===== config.mk =====
export PLATFORM = sky130hd
export DESIGN_NAME = morse_key_symbolizer
export DESIGN_NICKNAME = d
export VERILOG_FILES = /design/src/rtl/morse_pkg.sv /design/src/rtl/morse_debounce.sv /design/src/rtl/morse_key_symbolizer.sv
export SDC_FILE = /design/constraint.sdc
export NUM_CORES = 1
export LEC_CHECK = 0
export ABC_AREA = 1
export CAP_MARGIN = 20
export CORE_UTILIZATION = 45
export CTS_CLUSTER_SIZE = 16
export DETAILED_ROUTE_END_ITERATION = 12
export GPL_TIMING_DRIVEN = 0
export PLACE_DENSITY = 0.67
export REMOVE_ABC_BUFFERS = 1
export SYNTH_ARGS = -nofsm -noshare
export SYNTH_HDL_FRONTEND = slang
export SYNTH_SLANG_ARGS = --single-unit

===== constraint.sdc =====
create_clock -name clk -period 1.97 [get_ports clk]
set_input_delay 0.197 -clock clk [delete_from_list [all_inputs] [get_ports clk]]
set_output_delay 0.197 -clock clk [all_outputs]
set_load 0.1 [all_outputs]

===== src/rtl/morse_pkg.sv =====
// Shared definitions for the morse trainer: symbol codes, symbolizer FSM states and the
// default timing constants also used by the answer-checking FSM.
package morse_pkg;

  typedef enum logic [1:0] {
    SYM_DOT      = 2'b00,
    SYM_DASH     = 2'b01,
    SYM_CHAR_END = 2'b10,
    SYM_TIMEOUT  = 2'b11
  } sym_code_e;

  typedef enum logic [1:0] {
    StIdle,
    StPress,
    StGap,
    StStuck
  } sym_state_e;

  localparam int unsigned DEF_DOT_MIN  = 20;
  localparam int unsigned DEF_DASH_MIN = 60;
  localparam int unsigned DEF_CHAR_GAP = 40;

endpackage


===== src/rtl/morse_debounce.sv =====
// Two-flop synchroniser followed by a debounce counter.
// Ports:
//   clk          system clock
//   rst_n        asynchronous active-low reset
//   key_i        raw asynchronous key (1 = pressed)
//   key_level_o  debounced level; follows the synced key after it has differed for
//                DEBOUNCE_CYC consecutive cycles (2+DEBOUNCE_CYC cycles from a key_i edge)
module morse_debounce #(
  parameter int unsigned DEBOUNCE_CYC = 3
) (
  input  logic clk,
  input  logic rst_n,
  input  logic key_i,
  output logic key_level_o
);

  localparam int unsigned CntW = $clog2(DEBOUNCE_CYC + 1);
  localparam logic [CntW-1:0] CntLast = CntW'(DEBOUNCE_CYC - 1);

  logic            sync1_q, sync2_q;
  logic            level_q, level_d;
  logic [CntW-1:0] cnt_q, cnt_d;

  // Counter holds the number of consecutive cycles the synced key has disagreed with the level.
  always_comb begin
    level_d = level_q;
    cnt_d   = '0;
    if (sync2_q != level_q) begin
      if (cnt_q == CntLast) begin
        level_d = sync2_q;
      end else begin
        cnt_d = cnt_q + CntW'(1);
      end
    end
  end

  always_ff @(posedge clk or negedge rst_n) begin
    if (!rst_n) begin
      sync1_q <= 1'b0;
      sync2_q <= 1'b0;
      level_q <= 1'b0;
      cnt_q   <= '0;
    end else begin
      sync1_q <= key_i;
      sync2_q <= sync1_q;
      level_q <= level_d;
      cnt_q   <= cnt_d;
    end
  end

  assign key_level_o = level_q;

endmodule


===== src/rtl/morse_key_symbolizer.sv =====
// Turns the raw morse key into symbol events (DOT, DASH, CHAR_END, TIMEOUT) held in a
// 1-deep valid/ready output register.
// Ports:
//   clk, rst_n    clock, asynchronous active-low reset
//   enable_i      1 = run; 0 = synchronous clear (FSM, timer, event, count, overrun)
//   key_i         raw key input
//   key_level_o   debounced key level
//   sym_valid_o   event pending; accepted when sym_valid_o & sym_ready_i
//   sym_ready_i   consumer ready
//   sym_code_o    event code (morse_pkg::sym_code_e)
//   sym_cnt_o     DOT/DASH count since last CHAR_END, saturating at 7
//   overrun_o     sticky: an event was dropped because the register was full
module morse_key_symbolizer
  import morse_pkg::*;
#(
  parameter int unsigned CNT_W        = 6,
  parameter int unsigned DEBOUNCE_CYC = 3,
  parameter int unsigned DOT_MIN      = DEF_DOT_MIN,
  parameter int unsigned DASH_MIN     = DEF_DASH_MIN,
  parameter int unsigned CHAR_GAP     = DEF_CHAR_GAP
) (
  input  logic       clk,
  input  logic       rst_n,
  input  logic       enable_i,
  input  logic       key_i,
  output logic       key_level_o,
  output logic       sym_valid_o,
  input  logic       sym_ready_i,
  output logic [1:0] sym_code_o,
  output logic [2:0] sym_cnt_o,
  output logic       overrun_o
);

  localparam logic [CNT_W-1:0] DotMinT   = CNT_W'(DOT_MIN);
  localparam logic [CNT_W-1:0] DashMinT  = CNT_W'(DASH_MIN);
  localparam logic [CNT_W-1:0] CharGapT  = CNT_W'(CHAR_GAP);
  localparam logic [CNT_W-1:0] TimerMax  = '1;

  logic             level, level_prev_q, rise, fall;
  sym_state_e       state_q, state_d;
  logic [CNT_W-1:0] timer_q, timer_d;
  logic             valid_q, valid_d;
  sym_code_e        code_q, code_d;
  logic [2:0]       cnt_q, cnt_d;
  logic             ovr_q, ovr_d;
  logic             emit;
  sym_code_e        emit_code;

  morse_debounce #(
    .DEBOUNCE_CYC(DEBOUNCE_CYC)
  ) u_debounce (
    .clk        (clk),
    .rst_n      (rst_n),
    .key_i      (key_i),
    .key_level_o(level)
  );

  // Edges are taken against the previous debounced level, which keeps tracking while disabled,
  // so a key already held at re-enable produces no rising edge.
  assign rise = level & ~level_prev_q;
  assign fall = ~level & level_prev_q;

  always_comb begin
    state_d   = state_q;
    cnt_d     = cnt_q;
    emit      = 1'b0;
    emit_code = SYM_DOT;

    case (state_q)
      StIdle: begin
        if (rise) state_d = StPress;
      end
      StPress: begin
        if (fall) begin
          if (timer_q >= DashMinT) begin
            emit      = 1'b1;
            emit_code = SYM_DASH;
          end else if (timer_q >= DotMinT) begin
            emit      = 1'b1;
            emit_code = SYM_DOT;
          end
          // Count even if the event is dropped by a full output register.
          if (emit && cnt_q != 3'd7) cnt_d = cnt_q + 3'd1;
          state_d = (cnt_d != 3'd0) ? StGap : StIdle;
        end else if (timer_q == TimerMax) begin
          emit      = 1'b1;
          emit_code = SYM_TIMEOUT;
          state_d   = StStuck;
        end
      end
      StStuck: begin
        if (fall) begin
          cnt_d   = 3'd0;
          state_d = StIdle;
        end
      end
      StGap: begin
        if (rise) begin
          state_d = StPress;
        end else if (timer_q == CharGapT && !level) begin
          emit      = 1'b1;
          emit_code = SYM_CHAR_END;
          cnt_d     = 3'd0;
          state_d   = StIdle;
        end
      end
      default: state_d = StIdle;
    endcase

    // Timer restarts at 1 on every state change and saturates instead of wrapping.
    if (state_d != state_q) begin
      timer_d = CNT_W'(1);
    end else if (timer_q == TimerMax) begin
      timer_d = timer_q;
    end else begin
      timer_d = timer_q + CNT_W'(1);
    end

    if (!enable_i) begin
      state_d = StIdle;
      timer_d = '0;
      cnt_d   = 3'd0;
      emit    = 1'b0;
    end
  end

  // Output event register.
  always_comb begin
    valid_d = valid_q;
    code_d  = code_q;
    ovr_d   = ovr_q;
    if (valid_q && sym_ready_i) valid_d = 1'b0;
    if (emit) begin
      if (!valid_q || sym_ready_i) begin
        valid_d = 1'b1;
        code_d  = emit_code;
      end else begin
        ovr_d = 1'b1;
      end
    end
    if (!enable_i) begin
      valid_d = 1'b0;
      ovr_d   = 1'b0;
    end
  end

  always_ff @(posedge clk or negedge rst_n) begin
    if (!rst_n) begin
      level_prev_q <= 1'b0;
      state_q      <= StIdle;
      timer_q      <= '0;
      valid_q      <= 1'b0;
      code_q       <= SYM_DOT;
      cnt_q        <= 3'd0;
      ovr_q        <= 1'b0;
    end else begin
      level_prev_q <= level;
      state_q      <= state_d;
      timer_q      <= timer_d;
      valid_q      <= valid_d;
      code_q       <= code_d;
      cnt_q        <= cnt_d;
      ovr_q        <= ovr_d;
    end
  end

  assign key_level_o = level;
  assign sym_valid_o = valid_q;
  assign sym_code_o  = code_q;
  assign sym_cnt_o   = cnt_q;
  assign overrun_o   = ovr_q;

endmodule


==> flow_metrics.tcl <==
set metrics [dict create \
    outcome "finished, violations left" \
    violations "negative setup slack" \
    synth_edf_count 0 \
    hold_viol_final 0 \
    fin_util_pct 63.38 \
    cts_tree "built" \
    routed_via_density 5.582 \
    die_x_um 55.36 \
    drv_cap 0 \
    clk_latency_ps 330 \
    syn_avg_cell_area_um2 8.374 \
    row_count 18 \
    synth_warnings 0 \
    drtIter0Drc 22 \
    multi_input_area_um2 774.5 \
    antenna_found_initial 0 \
    ys.flop_type "dfrtp_1" \
    slowest_stage "dfrtp_2" \
    internal_power_uw 840.2 \
    clockPowerShare_pct 14.7 \
    critPathMaxFanout 7 \
    path_class "reg2reg" \
    slowest_delay_ps 440 \
    ios 13 \
    synth.cell_area_um2 1281 \
    nets 192 \
    gp_congestion 0.8687 \
    die_h_um 55.36 \
    drc_errors 0 \
    dr.pass1.iters 4 \
    grtUsageTotal_pct 19.28 \
    cts_root_buf "clkbuf_4" \
    start_util_pct 49.47 \
    min_period_over_period_pct 100.5 \
    grt_pass1_wl_um 4671 \
    cts_buffers 3 \
    clock_skew_ps 17.18 \
    yosys-top-cells-area "dfrtp_1 41%, ha_1 7.8%, nand2_1 7.3%, inv_1 6.7%, nand3_1 4.7%" \
    clock_path_buffers 2 \
    postRouteAntennaNets 0 \
    fill_cells 217 \
    yosysTopAreaCell "dfrtp_1" \
    hpwl_um 1953 \
    finalMaxSlewViolations 0 \
    dieArea_um2 3065 \
    path_clk_slew_ps 140 \
    layout-drive-gt1-share_pct 32.58 \
    coreArea_um2 2590 \
    post_drt_wl_per_cell_um 14.04 \
    power.switching_uw 705.2 \
    arrival_ps 2250 \
    final_cells 208 \
    min_period_ps 1981 \
    portBuffers 12 \
    yosysSeqAreaShare_pct 41.02 \
    routed_wl_um 2920 \
    startpoint_type "flop" \
    slew_headroom_pct 36.68 \
    power.share.sequential_pct 37.3 \
    cp-end-kind "flop" \
    startpoint "timer_q[1]" \
    synth.distinct_cells 30 \
    critPathRequiredTime_ps 2240 \
    h-tree-depth 1 \
    hp-class "in2reg" \
    p_leak_nw 0.7426 \
    grt-ovfl-total 0 \
    cts_hold_buf 0 \
    synth_top_cell_area_share_pct 41.02 \
    reg2reg_from "timer_q[1]" \
    dp.cells 195 \
    comb_power_share_pct 48.0 \
    switching_share_pct 45.63 \
    grt_max_degree 22 \
    worst_slew_pin_slew_ps 953.5 \
    grt_pass1_vias 1126 \
    vdd_drop_max_mv 0.8379 \
    rsz0062_at_grt "true" \
    num_vias 1161 \
    async_flop_share_pct 100.0 \
    area_growth_pct 28.12 \
    netlist_instances 153 \
    p_per_area_nw_per_um2 941.4 \
    synth-seq-cells 21 \
    timing.fmax_ghz 0.5049 \
    hp-start "key_i" \
    layout.area.seq_um2 530.5 \
    setup_viol_count_final 1 \
    finalWorstSetupSlack_ps -10.66 \
    clkSinkCount 21 \
    worst_path_most_repeated_cell "nand2_2" \
    crit_chain "ha_4 -> nand3_2 -> nor2_4 -> nand2_1 -> o21ai_0 -> nand2_2 -> nand2_2 -> nand2_2 -> nand2_4 -> nand3_4 -> nor2_2 -> nand3_1 -> nand2_1" \
    antenna_cells 0 \
]
-- kinds of logic (layout without fill, tap and decap cells) --
logic type,Yosys count,in the layout,share of synthesized area [%]
xor+xnor,5,5,3.419
mux,1,1,0.8788
compound gates,21,21,10.55
flops,21,21,41.02
buf+inv,24,49,7.031
fa+ha+maj,8,8,7.813
simple gates,73,73,29.30
-- metrics by stage --
step / power (mW) / instance area [µm²] / hold slack (ps) / setup slack (ps) / TNS (ps)
finish: 1.545 / 1642 / 310.5 / -10.66 / -10.66
global route: 1.657 / 1642 / 298.3 / -142.8 / -466.7
CTS: 1.465 / 1489 / 299.2 / 0.4634 / 0
detailed placement: 1.214 / 1439 / 340.2 / -87.45 / -358.2
global placement: 1.195 / 1439 / 332.1 / -36.46 / -130.0
floorplan: 1.073 / 1281 / -98.59 / -318.4 / -2012
-- timing repair --
action                                  in CTS  in global routing
pin swaps                                    0                 16
buffers inserted                             2                  7
endpoints found under the setup margin      15                  8
gates resized for setup                     12                 34
-- critical path, delay by kind of cell, from the launching register on --
kind,cells,cell delay (ps)
AOI/OAI and AO/OA,1,150
adders and majority gates,1,170
DFF,1,440
and+or+nand+nor,11,1140
-- layout by cell type (no fill, tap or decap), types with 2 or more instances in the layout --
| master | netlist | layout |
|---|---|---|
| a211oi_1 | 4 | 4 |
| a21oi_1 | 3 | 2 |
| a21oi_2 | 1 | 2 |
| buf_4 | 0 | 9 |
| clkbuf_4 | 0 | 3 |
| clkdlybuf4s50_1 | 0 | 4 |
| dfrtp_1 | 21 | 17 |
| dfrtp_2 | 0 | 4 |
| dlygate4sd2_1 | 0 | 7 |
| ha_1 | 8 | 4 |
| ha_4 | 0 | 3 |
| inv_1 | 23 | 19 |
| inv_2 | 1 | 3 |
| inv_4 | 0 | 2 |
| nand2_1 | 25 | 18 |
| nand2_2 | 5 | 11 |
| nand2_4 | 1 | 2 |
| nand3_1 | 12 | 8 |
| nand3_2 | 3 | 7 |
| nand3b_1 | 3 | 3 |
| nand4_1 | 3 | 3 |
| nor2_1 | 15 | 12 |
| nor2_2 | 1 | 4 |
| nor3_1 | 2 | 2 |
| o21ai_0 | 5 | 4 |
| o22ai_1 | 3 | 3 |
| xnor2_1 | 2 | 2 |
| xor2_1 | 3 | 3 |
-- power groups by stage --
stage	Clock, mW	Combinational, mW	Sequential, mW
floorplan	0	0.439	0.634
global placement	0	0.625	0.570
detailed placement	0	0.642	0.572
CTS	0.236	0.665	0.564
global route	0.252	0.816	0.589
finish	0.227	0.742	0.577
-- synth_stat cells (4+ instances only) --
cell and n:
nor2_1 15, nand2_1 25, inv_1 23, a211oi_1 4, nand3_1 12, nand2_2 5, ha_1 8, dfrtp_1 21
o21ai_0 5
-- registers in the layout, summed over array words and instances, names as in the netlist --
| name | count |
|---|---|
| overrun_o | 1 |
| u_debounce.sync2_q | 1 |
| timer_q | 6 |
| u_debounce.cnt_q | 2 |
| level_prev_q | 1 |
| state_q | 2 |
| sym_valid_o | 1 |
| sym_code_o | 2 |
| u_debounce.sync1_q | 1 |
| u_debounce.key_level_o | 1 |
| sym_cnt_o | 3 |
-- layout make-up --
cell class	count	area share (%)
clock buffer	3	1.372
clock inverter	1	0.4573
inverter	24	5.793
multi-input combinational	108	47.18
sequential	21	32.32
tap	30	2.287
timing repair buffer	21	10.59
-- per-layer routing --
| metal | vias to the layer above | part of all wire, % | global-route usage [%] |
|---|---|---|---|
| met5 | - | 0 | 0 |
| met1 | 557 | 42 | 23.05 |
| met2 | 39 | 51 | 31.67 |
| li1 | 555 | - | - |
| met3 | 10 | 4.3 | 3.513 |
| met4 | 0 | 2.2 | 12.50 |
-- final timing paths --
path,endpoint,slack (ps),cells past startpoint
max,timer_q[1],-10,13
min,u_debounce.sync1_q,310,1
max reg2reg,timer_q[1],-10,13
min reg2reg,u_debounce.sync2_q,370,0
max in group asynchronous,timer_q[0],970,1
min in group asynchronous,sym_cnt_o[1],370,1
Power figures use the tool's default switching activity.
